**src/rtl/sgndiv_32x32.sv**
```systemverilog
// sgndiv_32x32: sequential signed divider.
// Both operands are reduced to magnitudes and divided with one unsigned
// restoring shift-subtract iteration per clock. The signs are then re-applied
// so that the quotient truncates toward zero and the remainder takes the
// sign of the numerator. Divide-by-zero and the single signed overflow case
// (most-negative / -1) are detected at accept and substituted in FIX.
module sgndiv_32x32 #(
  parameter int NN = 32,
  parameter int ND = 32
) (
  input  logic                 i_clk,
  input  logic                 i_reset_n,
  input  logic                 i_wr,
  input  logic signed [NN-1:0] i_num,
  input  logic signed [ND-1:0] i_den,
  input  logic                 i_aux,
  output logic                 o_busy,
  output logic                 o_valid,
  output logic                 o_err,
  output logic signed [NN-1:0] o_quot,
  output logic signed [ND-1:0] o_rem,
  output logic                 o_aux
);

  localparam int CW = (NN > 1) ? $clog2(NN) : 1;

  typedef enum logic [1:0] {IDLE, RUN, FIX} state_t;

  state_t state, state_nxt;

  // Working registers; only the control path is reset.
  logic [NN-1:0] dvd;       // dividend magnitude, quotient bits shift in at LSB
  logic [ND-1:0] dvs;       // divisor magnitude
  logic [ND-1:0] pr;        // partial remainder
  logic [ND-1:0] num_lo;    // raw numerator low bits, returned on divide-by-zero
  logic [CW-1:0] cnt;
  logic          q_sgn;
  logic          r_sgn;
  logic          aux_l;
  logic          zero_l;
  logic          ovf_l;

  logic          accept;
  logic [ND:0]   pr_sh;     // shifted remainder window, one bit wider than pr
  logic [ND:0]   trial;
  logic          borrow;

  // Magnitude of a signed value; the most-negative value maps to 2^(W-1).
  function automatic logic [NN-1:0] mag_num(input logic signed [NN-1:0] v);
    mag_num = v[NN-1] ? $unsigned(-v) : $unsigned(v);
  endfunction

  function automatic logic [ND-1:0] mag_den(input logic signed [ND-1:0] v);
    mag_den = v[ND-1] ? $unsigned(-v) : $unsigned(v);
  endfunction

  // Re-apply a sign to an unsigned magnitude.
  function automatic logic signed [NN-1:0] sgn_q(input logic neg, input logic [NN-1:0] m);
    sgn_q = neg ? $signed(-m) : $signed(m);
  endfunction

  function automatic logic signed [ND-1:0] sgn_r(input logic neg, input logic [ND-1:0] m);
    sgn_r = neg ? $signed(-m) : $signed(m);
  endfunction

  assign accept = (state == IDLE) && i_wr;
  assign o_busy = (state != IDLE);

  // One restoring step: shift in the next dividend bit, trial-subtract.
  // pr < dvs always holds between steps, so bit ND of the difference is the borrow.
  assign pr_sh  = {pr, dvd[NN-1]};
  assign trial  = pr_sh - {1'b0, dvs};
  assign borrow = trial[ND];

  // State register; reset wins over every other event.
  always_ff @(posedge i_clk) begin
    if (!i_reset_n) state <= IDLE;
    else            state <= state_nxt;
  end

  // Next-state logic: IDLE -> RUN on request, NN iterations, one FIX cycle.
  always_comb begin
    state_nxt = state;
    case (state)
      IDLE: if (i_wr) state_nxt = RUN;
      RUN:  if (cnt == '0) state_nxt = FIX;
      FIX:  state_nxt = IDLE;
      default: state_nxt = IDLE;
    endcase
  end

  // Operand capture at accept and shift-subtract iterations during RUN.
  always_ff @(posedge i_clk) begin
    if (accept) begin
      dvd    <= mag_num(i_num);
      dvs    <= mag_den(i_den);
      pr     <= '0;
      num_lo <= i_num[ND-1:0];
      cnt    <= CW'(NN - 1);
      q_sgn  <= i_num[NN-1] ^ i_den[ND-1];
      r_sgn  <= i_num[NN-1];
      aux_l  <= i_aux;
      zero_l <= (i_den == '0);
      ovf_l  <= (i_num == {1'b1, {(NN-1){1'b0}}}) && (i_den == '1);
    end else if (state == RUN) begin
      pr  <= borrow ? pr_sh[ND-1:0] : trial[ND-1:0];
      dvd <= {dvd[NN-2:0], ~borrow};
      if (cnt != '0) cnt <= cnt - 1'b1;
    end
  end

  // Result registers: updated only in FIX and held until the next FIX.
  always_ff @(posedge i_clk) begin
    if (!i_reset_n) begin
      o_valid <= 1'b0;
      o_err   <= 1'b0;
      o_aux   <= 1'b0;
      o_quot  <= '0;
      o_rem   <= '0;
    end else begin
      o_valid <= (state == FIX);
      if (state == FIX) begin
        o_aux <= aux_l;
        if (zero_l) begin
          o_quot <= '1;
          o_rem  <= num_lo;
          o_err  <= 1'b1;
        end else if (ovf_l) begin
          o_quot <= {1'b1, {(NN-1){1'b0}}};
          o_rem  <= '0;
          o_err  <= 1'b1;
        end else begin
          o_quot <= sgn_q(q_sgn, dvd);
          o_rem  <= sgn_r(r_sgn, pr);
          o_err  <= 1'b0;
        end
      end
    end
  end

endmodule

```
**config.mk**
```make
export PLATFORM = sky130hd
export DESIGN_NAME = sgndiv_32x32
export DESIGN_NICKNAME = d
export VERILOG_FILES = /design/src/rtl/sgndiv_32x32.sv
export SDC_FILE = /design/constraint.sdc
export NUM_CORES = 1
export LEC_CHECK = 0
export ABC_AREA = 1
export BUFFER_PORTS_ARGS = -buffer_cell sky130_fd_sc_hd__buf_2
export CORE_UTILIZATION = 55
export DETAILED_ROUTE_END_ITERATION = 7
export PLACE_DENSITY = 0.75
export SYNTH_ARGS = -nofsm -noshare
export SYNTH_HDL_FRONTEND = slang
export SYNTH_SLANG_ARGS = --single-unit
```
**constraint.sdc**
```tcl
create_clock -name i_clk -period 3.1 [get_ports i_clk]
set_clock_uncertainty 0.05 [all_clocks]
set_input_delay 0.31 -clock i_clk [delete_from_list [all_inputs] [get_ports i_clk]]
set_output_delay 0.31 -clock i_clk [all_outputs]
set_load 0.02 [all_outputs]
```
==> reports/qor.txt <==
Drt total wl - 42880 um
Yosys warns - 0
Final non-filler cell total - 2610
DR vias/cell - 5.459
Placed cells - 2538
GPL Wtd Cong - 0.9979
H-tree Lvls - 1
Die width - 161.9 um
Drt wl/cell - 16.43 um
Area Overhead vs Synth - 14.50%
Most area-hungry cell type in the Yosys netlist - edfxtp_1
Clk pin slew, worst setup/hold paths - 70 ps
Post-route ant nets - 0
Worst slew pin tran - 881.0 ps
Top Ports - 136
Chip height - 161.9 um
Vias - 14250
F_max - 381.4 MHz
Worst skew pair latency - 540 ps
Global Route Usage Sum - 33.13%
Post-route DRC - 0
Max-slew violation count - 0
Seq/Total Area, Yosys - 36.43%
Worst hold path class - input pin to flop
Most frequent cell after synthesis - nand2_1
Ys flop type - dfxtp_1
Post-DP HPWL - 33200 um
Outcome - complete, no violations
Layout cells sized above 1 - 10.48%
CTS buffer count - 24
Num rows - 58
Synth async-reset ratio - 0%
Synthesized flop and latch total - 206
Synth Area in Compound Gates - 11.76%
Peak VDD IR - 496.4 uV
Clk buf depth - 3
Setup TNS - 0 ps
Clk sinks - 206
XOR/XNOR Fraction of Synth Area - 4.109%
First-pass GRT wire length - 68430 um
Post-DP Area - 0.01501 sq mm
Post-route cell area - 0.01611 sq mm
Core area - 0.02511 sq mm
Post-synthesis adder-cell area fraction - 3.522%
Final setup viols - 0
Worst EP required - 3450 ps
Post-CTS setup buffer count - 0
CTS tree - done
Pre-antenna DRT Iters - 6
Die ar. - 0.02622 sq mm
Post-synth EDFFs - 100
Mux cell area share after synthesis - 0%
Largest net degree at the start of global routing - 103
Ranking of synthesized cells by area - edfxtp_1, nand2_1, dfxtp_1
Period minus WS final - 2622 ps
Critical setup path kind - flop to flop
Cell count after synthesis - 2123
Crit path capture type - flop
Commonest cells post-synth - nand2_1, inv_1, nand3_1, nor2_1, o21ai_0
Final Hold Vio Count - 0
Nets - 2369
Avg Cell Area, Syn - 6.627 sq um
Post-Syn Nets - 2230
Yosys top cell area share - 21.34%
Slew headroom - 41.20%
Grt ovf - 0
Initial antenna violation count - 0
Max Cap Viol - 0
Worst-path fanout max - 32
Pwr per Cell Area - 800.6 mW/mm^2
RSZ-0062 raised after global routing - false
Synthesized cell area - 0.01407 sq mm
Startpoint types - flop
Root buffer cell - clkbuf_16
Port Buf Inserts - 135
Main combinational cell family by area after synthesis - simple AND/OR/NAND/NOR gates
Initial Util - 56.03%
Initial DRC count - 1467
Finished Core Util - 64.15%
Simple-Gate Fraction of Synth Area - 33.28%
Cell variety after synth - 43
Antenna diodes - 0
Number of global-route vias before repair - 13210
CP arrival - 2970 ps
Period Utilization, post-route - 84.58%
WHS - 19.57 ps
Pleak - 8.252 nW
[worst paths after layout]
check	slack, ps	start	endpoint	cells after the start
setup reg to reg	480	dvd[31]$_DFFE_PP_	pr[24]$_SDFFE_PP0P_	17
setup / recovery	480	dvd[31]$_DFFE_PP_	pr[24]$_SDFFE_PP0P_	17
hold / removal	20	i_num[14]	num_lo[14]$_DFFE_PP_	1
hold reg to reg	400	cnt[4]$_SDFFE_PP1P_	state[1]$_SDFFE_PN0P_	1
[kinds of logic (layout without fill, tap and decap cells)]
family / Yosys count / in the layout
and+or+nand+nor: 1100 / 1100
buffers and inverters: 395 / 552
AOI/OAI and AO/OA: 317 / 317
DFF: 206 / 206
xor gates and xnor gates: 66 / 66
adders and majority gates: 39 / 39
[metal layers]
layer | vias up | global-route usage [%] | routed length [um]
met4 | 0 | 8.791 | 987
met1 | 6486 | 47.60 | 19250
li1 | 7081 | - | -
met5 | - | 0 | 0
met3 | 70 | 6.563 | 4345
met2 | 611 | 50.60 | 18300
[state kept, by name, indices dropped and copies added, names as in the netlist]
register	count
pr	32
cnt	5
o_err	1
o_rem	32
aux_l	1
o_valid	1
o_aux	1
dvs	32
ovf_l	1
state	2
dvd	32
o_quot	32
num_lo	32
zero_l	1
q_sgn	1
[where the power goes]
group	switching, mW	internal, mW	leakage (nW)
combinational	4.26	1.97	6.03
clock	1.17	1.76	0.391
sequential	0.490	3.24	1.83
[cell usage in the layout (no fill, tap or decap), types with 28 or more instances in the layout]
master / instances
nand2_1: 635
inv_1: 318
nand3_1: 180
nor2_1: 177
o21ai_0: 151
a21oi_1: 139
buf_2: 135
dfxtp_1: 106
edfxtp_1: 100
xor2_1: 57
ha_1: 38
nand4_1: 31
dlygate4sd3_1: 28
[stage by stage]
| stage | total power, mW | setup slack [ps] |
|---|---|---|
| after floorplan | 8.368 | 880.0 |
| after global placement | 9.736 | 627.1 |
| after detailed placement | 9.844 | 548.7 |
| after CTS | 12.82 | 500.6 |
| after global routing | 13.99 | 257.5 |
| final | 12.90 | 477.9 |
[what timing repair did]
| item | CTS | global route |
|---|---|---|
| gates resized for setup | 0 | 0 |
| hold endpoints to repair | 27 | 1 |
| hold buffers | 27 | 1 |
[final cells by class]
class | count | area [sq um]
Clock inverter | 16 | 200.2
Clock buffer | 28 | 615.6
Sequential cell | 206 | 5125
Tap cell | 330 | 412.9
Fill cell | 2342 | 9001
Timing Repair Buffer | 179 | 1101
Inverter | 329 | 1236
Multi-Input combinational cell | 1522 | 7417
[critical path, cell delays in order, from the launching register on]
cell and delay, ps:
edfxtp_1 320, inv_1 110, ha_1 250, fa_1 410
inv_1 90, nand3_1 80, nand2_2 130, nand2_2 80
nand2_4 80, nand2_2 60, nand2_4 70, nand2_4 60
nand2_4 80, nand2_2 60, nand2_4 280, nand2_1 90
nand3_1 100, nand2_1 60
No activity file was read; power rests on OpenSTA's default activity.
